<file path="src/rtl/add16_serial_nib_pkg.sv">
// rtl/add16_serial_nib_pkg.sv - shared types and sizing for the nibble-serial adder
package add16_serial_nib_pkg;

  localparam int DEF_WIDTH = 16;
  localparam int DEF_NIB   = 4;
  localparam int NIBBLES   = DEF_WIDTH / DEF_NIB;
  localparam int IDX_W     = $clog2(NIBBLES);

  typedef enum logic [0:0] {
    IDLE = 1'b0,
    BUSY = 1'b1
  } state_t;

  // Index width for a given slice count; a single-slice build still needs a 1-bit index.
  function automatic int idx_bits(input int nibbles);
    return (nibbles > 1) ? $clog2(nibbles) : 1;
  endfunction

endpackage

</file>
<file path="src/rtl/add16_serial_nib_nibble_add_cin.sv">
// rtl/add16_serial_nib_nibble_add_cin.sv - combinational NIB-bit adder slice with carry in/out
module nibble_add_cin #(
  parameter int NIB = 4
) (
  input  logic [NIB-1:0] a,
  input  logic [NIB-1:0] b,
  input  logic           cin,
  output logic [NIB-1:0] sum,
  output logic           cout
);

  assign {cout, sum} = {1'b0, a} + {1'b0, b} + {{NIB{1'b0}}, cin};

endmodule

</file>
<file path="src/rtl/add16_serial_nib.sv">
// rtl/add16_serial_nib.sv - 16-bit add/sub built from one 4-bit slice reused over four cycles
module add16_serial_nib
  import add16_serial_nib_pkg::*;
#(
  parameter int WIDTH = 16,
  parameter int NIB   = 4
) (
  input  logic             CLK,
  input  logic             RESET,
  input  logic             START,
  input  logic             SUB,
  input  logic [WIDTH-1:0] I0,
  input  logic [WIDTH-1:0] I1,
  input  logic             CIN,
  output logic             READY,
  output logic             DONE,
  output logic [WIDTH-1:0] O,
  output logic             COUT
);

  localparam int NIBS = WIDTH / NIB;
  localparam int IW   = idx_bits(NIBS);
  localparam logic [IW-1:0] LAST_IDX = IW'(NIBS - 1);

  state_t           state;
  logic [IW-1:0]    idx;
  logic [WIDTH-1:0] op_a;
  logic [WIDTH-1:0] op_b;
  logic [WIDTH-1:0] shadow;
  logic [WIDTH-1:0] shadow_nxt;
  logic             carry;

  logic [NIB-1:0]   nib_a;
  logic [NIB-1:0]   nib_b;
  logic [NIB-1:0]   nib_s;
  logic             nib_c;

  // Select the active nibble and merge the fresh sum into a copy of the shadow,
  // so the final edge can publish the whole result in one step.
  always_comb begin
    nib_a      = op_a[int'(idx) * NIB +: NIB];
    nib_b      = op_b[int'(idx) * NIB +: NIB];
    shadow_nxt = shadow;
    shadow_nxt[int'(idx) * NIB +: NIB] = nib_s;
  end

  nibble_add_cin #(
    .NIB (NIB)
  ) u_slice (
    .a    (nib_a),
    .b    (nib_b),
    .cin  (carry),
    .sum  (nib_s),
    .cout (nib_c)
  );

  assign READY = (state == IDLE);

  always_ff @(posedge CLK) begin
    if (RESET) begin
      state  <= IDLE;
      idx    <= '0;
      op_a   <= '0;
      op_b   <= '0;
      shadow <= '0;
      carry  <= 1'b0;
      O      <= '0;
      COUT   <= 1'b0;
      DONE   <= 1'b0;
    end else begin
      DONE <= 1'b0;
      case (state)
        IDLE: begin
          if (START) begin
            op_a  <= I0;
            // Subtraction is A + ~B + 1; the final carry then reads as "no borrow".
            op_b  <= SUB ? ~I1 : I1;
            carry <= SUB ? 1'b1 : CIN;
            idx   <= '0;
            state <= BUSY;
          end
        end
        BUSY: begin
          shadow <= shadow_nxt;
          carry  <= nib_c;
          idx    <= idx + 1'b1;
          if (idx == LAST_IDX) begin
            O     <= shadow_nxt;
            COUT  <= nib_c;
            DONE  <= 1'b1;
            idx   <= '0;
            state <= IDLE;
          end
        end
        default: state <= IDLE;
      endcase
    end
  end

endmodule

</file>
<file path="config.mk">
export PLATFORM = sky130hd
export DESIGN_NAME = add16_serial_nib
export DESIGN_NICKNAME = d
export VERILOG_FILES = /design/src/rtl/add16_serial_nib_pkg.sv /design/src/rtl/add16_serial_nib_nibble_add_cin.sv /design/src/rtl/add16_serial_nib.sv
export SDC_FILE = /design/constraint.sdc
export NUM_CORES = 1
export LEC_CHECK = 0
export ABC_CLOCK_PERIOD_IN_PS = 6000
export BUFFER_PORTS_ARGS = -buffer_cell sky130_fd_sc_hd__buf_2
export CAP_MARGIN = 20
export CORE_MARGIN = 4
export CORE_UTILIZATION = 40
export CTS_BUF_LIST = sky130_fd_sc_hd__clkbuf_8
export CTS_CLUSTER_SIZE = 40
export DETAILED_ROUTE_END_ITERATION = 7
export PLACE_DENSITY = 0.71
export SKIP_CTS_REPAIR_TIMING = 1
export SYNTH_ARGS = -nofsm -noshare
export SYNTH_HDL_FRONTEND = slang
export SYNTH_SLANG_ARGS = --single-unit
</file>
<file path="constraint.sdc">
create_clock -name CLK -period 6 [get_ports CLK]
set_clock_uncertainty 0.2 [all_clocks]
set_input_delay 0.6 -clock CLK [delete_from_list [all_inputs] [get_ports CLK]]
set_output_delay 0.6 -clock CLK [all_outputs]
set_load 0.02 [all_outputs]
</file>
; ---- Word-level counts from Yosys, hierarchy flattened
; Cells that the tools add are included.
[classes]
shifts = 4
add_sub_neg = 4
n_mux = 12
n_eq_ne = 2
bitwise_logic = 2
reduce_logical = 3
[ops]
columns = cell, n
row1 = $neg A4 Y33, 1
row2 = $shift A4 B33 Y16 const A, 1
row3 = $shiftx A4 B33 Y16, 1
row4 = $shiftx A16 B5 Y4, 2
row5 = $bwmux W16, 1
row6 = $mux W16, 1
row7 = $not A16 Y16, 1
row8 = $add A4 B4 Y5, 1
row9 = $add A5 B1 Y5, 1
row10 = $mux W1, 5
row11 = $mux W2, 2
row12 = $pmux W1 S2, 2
row13 = $pmux W2 S2, 1
row14 = $reduce_and A2 Y1, 2
row15 = $add A2 B1 Y2 const B, 1
row16 = $eq A2 B2 Y1 const B, 1
row17 = $ne A2 B2 Y1 const B, 1
row18 = $reduce_or A2 Y1, 1
row19 = $not A1 Y1, 1
[totals]
elab_cells = 36
ff_bits = 70
out_inout_bits = 19
in_bits = 37

; ---- Longest topological paths before layout
[logic_depth]
word_depth = 5
ltp_mapped = 7

; ---- Modules after synthesis
; A second synthesis with hierarchy kept.
[hier_totals]
cells_unflattened = 356
hier_area_um2 = 3296.9
[by_module_without_submodules]
columns = module, n_inst, seq_area_each_um2, cells_per_inst, area_each_um2
row1 = add16_serial_nib, 1, 1401.3, 340, 3153.0
row2 = nibble_add_cin, 1, 0.0, 16, 143.9

; ---- Worst setup path before layout
; OpenSTA, ideal clock, no wires.
[synth_path]
kind = register -> register
from = register idx[0]
to = register shadow[14]
path_slack_ns = 3.226
arrival_time_ns = 2.446
n_path_buf = 1
t_required_ns = 5.672
stages_incl_launch_ff = 8
cell_sequence = dfxtp_1 -> buf_4 -> mux4_2 -> fa_1 -> fa_1 -> xor2_2 -> a32oi_1 -> nor2_1
[synth_between]
elab_chain_len = 5
elab_cells_between_ends = 8
classes_between = 3 x add/sub / 4 x shift / 1 x mux
[synth_lines]
columns = item, line_no
row1 = start: declaration, add16_serial_nib.sv:26  ; logic [IW-1:0] idx;
row2 = start signal: assignment, add16_serial_nib.sv:86  ; idx <= idx + 1'b1;
row3 = "$shiftx A16 B5 Y4, on equally long branches", "add16_serial_nib.sv:41, add16_serial_nib.sv:42"
row4 = $add A4 B4 Y5, add16_serial_nib_nibble_add_cin.sv:12  ; assign {cout, sum} = {1'b0, a} + {1'b0, b} + {{NIB{1'b0}}, cin};
row5 = $add A5 B1 Y5, add16_serial_nib_nibble_add_cin.sv:12
row6 = $shiftx A4 B33 Y16, add16_serial_nib.sv:44  ; shadow_nxt[int'(idx) * NIB +: NIB] = nib_s;
row7 = $bwmux W16 (*), add16_serial_nib.sv:44
row8 = end signal: assignment, add16_serial_nib.sv:84  ; shadow <= shadow_nxt;
row9 = end: declaration, add16_serial_nib.sv:29  ; logic [WIDTH-1:0] shadow;
; Every way passes the cells marked *; elsewhere a longest branch is shown, timed or not.
; A chain may end at the register's enable or synchronous reset.

; ---- Worst setup path in the final report
[layout_path]
from = register idx[0]
to = register O[2]
[layout_between]
elab_chain_len = 5
elab_cells_between_ends = 10
classes_between = 3 x add/sub / 1 x eq/ne / 4 x shift / 1 x mux / 1 x reduce/logical
[layout_lines]
columns = item, line_no
row1 = "$shiftx A16 B5 Y4, on equally long branches", "add16_serial_nib.sv:41, add16_serial_nib.sv:42"
row2 = $add A4 B4 Y5, add16_serial_nib_nibble_add_cin.sv:12
row3 = $add A5 B1 Y5, add16_serial_nib_nibble_add_cin.sv:12
row4 = $shiftx A4 B33 Y16, add16_serial_nib.sv:44
row5 = $bwmux W16, add16_serial_nib.sv:44
row6 = end signal: assignment, add16_serial_nib.sv:88  ; O <= shadow_nxt;
row7 = end: declaration, add16_serial_nib.sv:17  ; output logic [WIDTH-1:0] O,
; Parallel ways exist; a longest one is shown, timed or not.

==> out/metrics.yaml <==
status:
  status: "completed"
global_route:
  antenna_found_initial: 0
  grt_overflow: 0
  grt_use_total: 0.151
  grt_max_degree: 56
  grt_pass1_vias: 2438
  grt_pass1_wl_um: 11700
critical_path:
  worstSetupEndpointType: "flop"
  reg2reg_from: "idx[0]$_SDFFE_PP0P_"
  r2r_cells: 6
  start_kind: "flop"
  critPathKind: "reg2reg"
  cp.required_ps: 6070
  critPathArrivalTime_ps: 3340
  path_cells: "mux4_2 > fa_1 > fa_1 > xor2_2 > a22oi_1 > o21ai_0"
  slowest_delay_ps: 840
  reg2reg_slack_ps: 2730
  crit_path_end: "O[2]$_SDFFE_PP0P_"
  crit_start: "idx[0]$_SDFFE_PP0P_"
  r2r-end: "O[2]$_SDFFE_PP0P_"
  cpMostUsedCell: "fa_1"
  critPathMaxFanout: 18
  cp_top_family: "adder cells"
  crit_buf_inv: 0
  slowest_stage: "dfxtp_1"
  path_depth: 6
yosys:
  yosysSeqAreaShare: 0.428
  synthDistinctLibCells: 38
  synth-main-ff-cell: "dfxtp_1"
  synth_area_mm2: 0.00327
  syn_area_per_cell_um2: 9.63
  synthCells: 340
  async_flop_share: 0
  synth.ff_latch_count: 70
  yosys_warnings: 0
  synth_fp_nets: 388
  synth_edf_count: 0
final_layout:
  final_core_util: 0.475
  multi_input_comb_area_mm2: 0.00166
  fillers: 778
  nNetsFinal: 428
  seq_area_mm2: 0.00140
  layout_common_cells: "70 x dfxtp_1, 61 x nand2_1, 55 x buf_2"
  drive_gt1_frac: 0.253
  diodes: 0
  layout_commonest_cell: "dfxtp_1"
  syn_to_final_growth_pct: 13.8
detailed_routing:
  vias: 2584
  drc: 0
  via_per_inst: 5.32
  avgRoutedWirePerCell_um: 14.5
  first_iter_violations: 112
  dr.pass1.iters: 4
  wl_um: 7030
  drtAntennaViolNets: 0
timing:
  relSlewSlack: 0.468
  drv_slew: 0
  timing.final.crit_share: 0.545
  layout_setup_ws_ps: 2730
  tightest_slew_ps: 797
  setup_viol: 0
  rsz0062_at_grt: "false"
  fmax_mhz: 306
  fin_crit_ps: 3270
  setup-tns-final_ps: 0
  hold_violations: 0
power:
  switchingPower_mw: 0.265
  internal_power_mw: 0.740
  power_density_mw_per_mm2: 270
  worst_ir_drop_vdd_mv: 0.189
  power_mw: 1.00
  leakagePower_nw: 1.45
  p_sw_frac: 0.264
  p_clk_frac: 0.364
  power_frac_seq: 0.496
  power_frac_comb: 0.140
placement:
  hpwlAfterDp_um: 4770
  io_buffers: 55
  dp_worst_setup_slack_ps: 2730
  finalWeightedCongestion: 0.771
hold_path:
  holdCritPathClass: "reg2reg"
cts:
  insertion_delay_ps: 350
  ctsHtreeMaxLevel: 3
  clock-sinks: 70
  root_buffer: "clkbuf_8"
  cts.clk_slew.worst_paths_ps: 80
  cts_buffers: 9
  tritoncts: "done"
  clockBufferDepth: 2
job:
  max_cap_viol_count: 0
floorplan:
  dieArea_mm2: 0.00970
  die_y_um: 98.5
  core_area_mm2: 0.00785
  die_width_um: 98.5
  ios: 56
  start_util: 0.417
  fp-row-count: 32
-- cells in the mapped netlist, types with 2 or more instances --
library cell,number,area [um^2]
o21ai_1,2,10.0
inv_1,7,26.3
ha_1,9,113
o21ai_0,11,55.1
a32oi_1,16,140
nand2_1,61,229
nor2_1,34,128
nor3b_1,2,15.0
a211oi_2,9,113
buf_4,7,52.6
o32ai_1,4,35.0
and4bb_2,3,37.5
a22oi_1,12,90.1
buf_1,4,15.0
xnor2_1,16,140
clkbuf_1,5,18.8
dfxtp_1,70,1400
a211oi_1,8,60.1
fa_1,2,40.0
a21oi_1,19,95.1
buf_2,8,40.0
buf_6,5,56.3
o31ai_1,5,37.5
mux4_2,7,158
-- power by group through the flow --
stage	Combinational, mW	Sequential, mW	Clock, mW
global route	0.157	0.501	0.395
floorplan	0.115	0.500	0
detailed placement	0.136	0.511	0
global placement	0.132	0.510	0
CTS	0.136	0.500	0.377
finish	0.141	0.498	0.366
-- worst min path at each step --
| stage | endpoint | cells past startpoint | start | slack (ps) |
|---|---|---|---|---|
| final | O[13]$_SDFFE_PP0P_ | 2 | O[13]$_SDFFE_PP0P_ | 250 |
| after global routing | O[13]$_SDFFE_PP0P_ | 2 | O[13]$_SDFFE_PP0P_ | 280 |
| after CTS | O[14]$_SDFFE_PP0P_ | 2 | O[14]$_SDFFE_PP0P_ | 250 |
| after detailed placement | O[13]$_SDFFE_PP0P_ | 2 | O[13]$_SDFFE_PP0P_ | 240 |
| after global placement | O[8]$_SDFFE_PP0P_ | 2 | O[8]$_SDFFE_PP0P_ | 230 |
| after floorplan | op_a[7]$_SDFFE_PP0P_ | 2 | op_a[7]$_SDFFE_PP0P_ | 230 |
-- logic make-up after synthesis --
kind of cell | Yosys count | synth area share
DFF | 70 | 0.428
buffers and inverters | 37 | 0.0650
adders and majority gates | 11 | 0.0466
muxes | 8 | 0.0562
AOI/OAI and AO/OA | 91 | 0.210
and+or+nand+nor | 106 | 0.146
xor gates and xnor gates | 17 | 0.0478
-- flip-flops by register name (all words and copies together) (netlist names) --
register	cells
O	16
op_a	16
op_b	16
shadow	16
idx	2
COUT	1
DONE	1
carry	1
state	1
-- tightest hold or removal path, delay by kind of cell (launching register included) --
family | cells | cell delay [ps]
compound gates | 1 | 50
flops | 1 | 320
simple gates | 1 | 40
-- routing by layer --
layer	up-vias	wire, um	share of wire	global-route usage
met3	13	477	0.068	0.0495
met4	0	150	0.021	0.0609
met1	1206	3100	0.44	0.197
li1	1283	-	-	-
met5	-	0	0	0
met2	82	3300	0.47	0.233
-- layout make-up --
class                      instances  share of cell area
clock buffer                      10              0.0369
multi-input combinational        233               0.446
clock inverter                     5              0.0138
sequential                        70               0.376
timing repair buffer              58              0.0853
inverter                           8             0.00806
tap                              102              0.0343
-- per-stage QoR --
step                instance area [um^2]  instances  hold WS [ps]
floorplan                           3270        340           232
global placement                    3500        469           232
detailed placement                  3500        469           239
CTS                                 3690        484           253
global route                        3730        486           277
finish                              3730        486           246
Note: power is estimated with default switching activity, not from simulation.
